==> src/rtl/branch_ctl.sv <==
// Conditional PC-relative branch controller with a fetch-increment path.
// A four-state FSM captures the branch, evaluates it, updates the PC, then pulses done.
module branch_ctl #(
  parameter logic [15:0] RESET_PC = 16'h0000
) (
  input  logic        clk,
  input  logic        reset,
  input  logic        N,
  input  logic        Z,
  input  logic        P,
  input  logic [15:0] IR,
  input  logic        pcInc,
  input  logic        brStart,
  output logic [15:0] PC,
  output logic        brBusy,
  output logic        brDone,
  output logic        brTaken
);

  typedef enum logic [1:0] {IDLE, EVAL, UPDATE, DONE} state_t;

  state_t      state;
  logic [2:0]  cond;
  logic [2:0]  flags;
  logic [15:0] off;
  logic [15:0] target;
  logic        taken;

  always_ff @(posedge clk or negedge reset) begin
    if (!reset) begin
      state   <= IDLE;
      PC      <= RESET_PC;
      brBusy  <= 1'b0;
      brDone  <= 1'b0;
      brTaken <= 1'b0;
      cond    <= 3'b000;
      flags   <= 3'b000;
      off     <= 16'h0000;
      target  <= 16'h0000;
      taken   <= 1'b0;
    end else begin
      brDone  <= 1'b0;
      brTaken <= 1'b0;
      case (state)
        IDLE: begin
          // A branch request takes priority over a fetch increment.
          if (brStart) begin
            cond   <= IR[11:9];
            off    <= {{7{IR[8]}}, IR[8:0]};
            flags  <= {N, Z, P};
            brBusy <= 1'b1;
            state  <= EVAL;
          end else if (pcInc) begin
            PC <= PC + 16'd1;
          end
        end
        EVAL: begin
          taken  <= |(cond & flags);
          target <= PC + off;
          state  <= UPDATE;
        end
        UPDATE: begin
          if (taken) PC <= target;
          state <= DONE;
        end
        DONE: begin
          // Done/taken are registered, so they appear in the cycle after leaving DONE.
          brDone  <= 1'b1;
          brTaken <= taken;
          brBusy  <= 1'b0;
          state   <= IDLE;
        end
      endcase
    end
  end

endmodule
==> config.mk <==
export PLATFORM = sky130hd
export DESIGN_NAME = branch_ctl
export DESIGN_NICKNAME = d
export VERILOG_FILES = /design/src/rtl/branch_ctl.sv
export SDC_FILE = /design/constraint.sdc
export NUM_CORES = 1
export LEC_CHECK = 0
export CORE_UTILIZATION = 40
export DETAILED_ROUTE_END_ITERATION = 6
export GPL_TIMING_DRIVEN = 0
export PLACE_DENSITY_LB_ADDON = 0.15
export SKIP_LAST_GASP = 1
export SLEW_MARGIN = 0
export SYNTH_ARGS = -nofsm -noshare
export SYNTH_HDL_FRONTEND = slang
export SYNTH_SLANG_ARGS = --single-unit
==> constraint.sdc <==
create_clock -name clk -period 2.5 [get_ports clk]
set_input_delay 0.25 -clock clk [delete_from_list [all_inputs] [get_ports clk]]
set_output_delay 0.25 -clock clk [all_outputs]
set_load 0.03 [all_outputs]
==> run_results.csv <==
group,metric,value,unit
status,status,"finished, final reports clean",
floorplanning,core_area,7690,sq um
yosys,synthCells,310,
yosys,yosysWarnings,0,
yosys,synth-seq-cells,53,
global_routing,grt_max_degree,35,
floorplanning,num_io_pins,42,
sta,timing.hold.ws,0.417,ns
sta,fin_crit_sh,96.9,%
worst_setup_path,r2r.worst_path.cells,7,
sta,finalCriticalPeriod,2.42,ns
detailed_routing,via_per_inst,5.73,
detailed_routing,drt_iter0_markers,191,
detailed_routing,num_vias,2636,
cts,clk-insertion-delay-late,0.31,ns
detailed_routing,drt_pass1_iterations,5,
worst_setup_path,r2r_start,"PC[0]",
worst_setup_path,cp.arrival,2.64,ns
cts,cts_tree,"done",
cts,htreeDepth,2,
cts,cts_buffer_depth,2,
floorplanning,rows,32,
yosys,synthAdderAreaFrac,8.55,%
worst_setup_path,worstPathCellList,"ha_1, fa_2, a21o_2, a31oi_4, nor4b_2, or4_1, a31o_1",
worst_setup_path,crit_required,2.71,ns
power,p_sw_share,45.6,%
detailed_routing,avgRoutedWirePerCell,16.2,um
power,p_int,2.96,mW
cells_and_area,syn2layout_area_growth,21.1,%
cells_and_area,stdcell_area,3830,sq um
floorplanning,fp.dieH,90.9,um
min_path,hold_path_class,"in -> async",
worst_setup_path,cp_slowest_stage_delay,0.48,ns
yosys,synth_edf_count,0,
global_routing,grt_overflow,0,
placement,dpl_worst_slack,-0.0990,ns
floorplanning,die_w,90.9,um
yosys,synth_mux_area_share,10.5,%
yosys,synth_nets,354,
sta,rsz0062_at_grt,"yes",
sta,skew,0.00994,ns
sta,worst_slew_pin_slew,0.665,ns
run,drv_cap,0,
worst_setup_path,r2r_slack,0.08,ns
worst_setup_path,r2r_end,"target[14]",
sta,slew_headroom,55.7,%
yosys,yosys.area_share.simple,13.2,%
power,switchingPower,2.49,mW
cts,clkTransAtPathRegs,0.10,ns
global_routing,antenna_found_initial,0,
global_routing,track_usage,19.6,%
cts,clock-sinks,53,
worst_setup_path,critPathMaxFanout,7,
sta,hold_viol,0,
power,clockPowerShare,11.2,%
sta,fmax,413,MHz
yosys,avgSynthCellArea,10.2,sq um
yosys,synth-xor-area-share,2.77,%
worst_setup_path,crit_type,"reg -> reg",
sta,setup_slack,0.0771,ns
detailed_routing,antenna_left,0,
cts,cts_root_buf,"clkbuf_8",
cts,cts_buffers,5,
sta,setup_viol,0,
detailed_routing,drc,0,
yosys,async_flop_share,100,%
cells_and_area,layout-drive-gt1-share,13.7,%
cells_and_area,final_cells,460,
yosys,synth_cell_type_count,55,
power,p_seq_share,29.1,%
yosys,synth-compound-area-share,20.5,%
power,p_leak,1.57,nW
placement,dp_hpwl,5680,um
worst_setup_path,cp-start-kind,"flip-flop",
yosys,yosysSeqAreaShare,42.0,%
power,combPwrFrac,59.7,%
floorplanning,dieArea,8260,sq um
yosys,synth_top_family_by_area,"compound AO/OA/AOI/OAI gates",
placement,portBuffers,37,
cells_and_area,nNetsFinal,401,
floorplanning,initial_utilization,41.1,%
cells_and_area,final_common_cell,"dfrtp_1",
power,ir_worst_vdd,0.648,mV
worst_setup_path,cp_slowest_cell,"or4_1",
cells_and_area,fin_util,49.8,%
global_routing,grt_pass1_wl,12900,um
power,power_density,1420,nW/um^2
yosys,synth.cell_area,3160,sq um
sta,setup_tns,0,ns
placement,dp_cells,450,
power,p_total,5.45,mW
worst_setup_path,endpoint_kind,"flip-flop",
placement,gp_congestion,0.842,
yosys,synth_ff_type,"dfrtp_1",
detailed_routing,wl,7470,um
cells_and_area,n_antenna_cell,0,
placement,dpl_cell_area,3670,sq um
sta,drv_slew,0,
global_routing,grt_pass1_vias,2555,
cells_and_area,layout_common_cells,"52 x dfrtp_1, 36 x clkdlybuf4s50_1, 25 x nand2_1",
state kept, by name, summed over array words and instances (netlist names):
signal / cells
state: 2
target: 16
taken: 1
brTaken: 1
off: 9
PC: 16
cond: 3
flags: 3
brDone: 1
brBusy: 1
cells by family (layout without fill, tap and decap cells):
family / after synthesis / in the layout
muxes: 30 / 30
xor gates and xnor gates: 10 / 10
buffers and inverters: 21 / 69
and+or+nand+nor: 84 / 84
AOI/OAI and AO/OA: 91 / 91
adders and majority gates: 21 / 21
DFF: 53 / 53
routing by layer:
layer | wire, um | global-route usage [%]
met1 | 3700 | 27.5
met2 | 3350 | 31.0
met3 | 264 | 3.20
met4 | 155 | 6.35
met5 | 0 | 0
repair_timing:
| action | 4_1_cts | 5_1_grt |
|---|---|---|
| hold endpoints to repair | 19 | 0 |
| pin swaps | 1 | 0 |
| setup endpoints to repair | 1 | 9 |
| hold buffers | 1 | 0 |
| setup buffers | 1 | 0 |
| resized for setup | 0 | 5 |
power groups by stage:
| stage | clock [mW] | sequential, mW | combinational, mW |
|---|---|---|---|
| global route | 0.666 | 1.65 | 3.62 |
| finish | 0.612 | 1.59 | 3.25 |
| CTS | 0.636 | 1.59 | 3.23 |
| floorplan | 0 | 1.69 | 2.23 |
| global placement | 0 | 1.60 | 3.13 |
| detailed placement | 0 | 1.61 | 3.20 |
critical path: cells and delay by family (launching register included):
| family | cells | cell delay [ns] |
|---|---|---|
| AOI/OAI and AO/OA | 3 | 0.67 |
| adders and majority gates | 2 | 0.63 |
| DFF | 1 | 0.47 |
| and+or+nand+nor | 2 | 0.56 |
area by class of cell:
cell class,instances,area [sq um]
plain buffers,12,46.3
clock buffers,5,68.8
clock inverters,3,47.5
fillers,749,3860
inverters,9,33.8
multi-input cells,236,1770
flip-flops and latches,53,1330
well taps,102,128
repair buffers,40,403
worst max path at each step:
stage,from,to,slack [ns],cells past startpoint
2_1_floorplan,PC[0],target[14],0.04,7
3_3_place_gp,reset,PC[0],-0.74,1
3_5_place_dp,PC[0],target[14],-0.1,7
4_1_cts,PC[0],target[14],0.006,7
5_1_grt,state[1],PC[9],-0.04,9
6_report,PC[0],target[14],0.08,7
synthesized netlist by cell type (2+ instances only):
cell type  instances  area [sq um]
mux2_2            24           270
nor4_1             2          12.5
nand2b_1           4          25.0
nand4_1            7          43.8
nand3_1            8          40.0
o31ai_1            3          22.5
dfrtp_1           53          1330
a41oi_1            3          26.3
mux2i_1            6          60.1
or3_1              4          25.0
a21oi_1           21           105
nor2_1            17          63.8
inv_1              9          33.8
a21o_1             5          37.5
nor3_1             4          20.0
a211oi_1           4          30.0
o2111ai_1          2          17.5
xnor2_1            4          35.0
o21ai_0           14          70.1
o22ai_1            6          37.5
and3_1             3          18.8
a311oi_1           2          17.5
xor2_1             6          52.6
nand2_1           25          93.8
o211ai_1           3          22.5
or4_1              3          22.5
a221oi_1           2          17.5
a221o_1            6          60.1
ha_1              20           250
clkbuf_1          11          41.3
a31oi_1            5          31.3
Note: power is estimated with default switching activity, not from simulation.
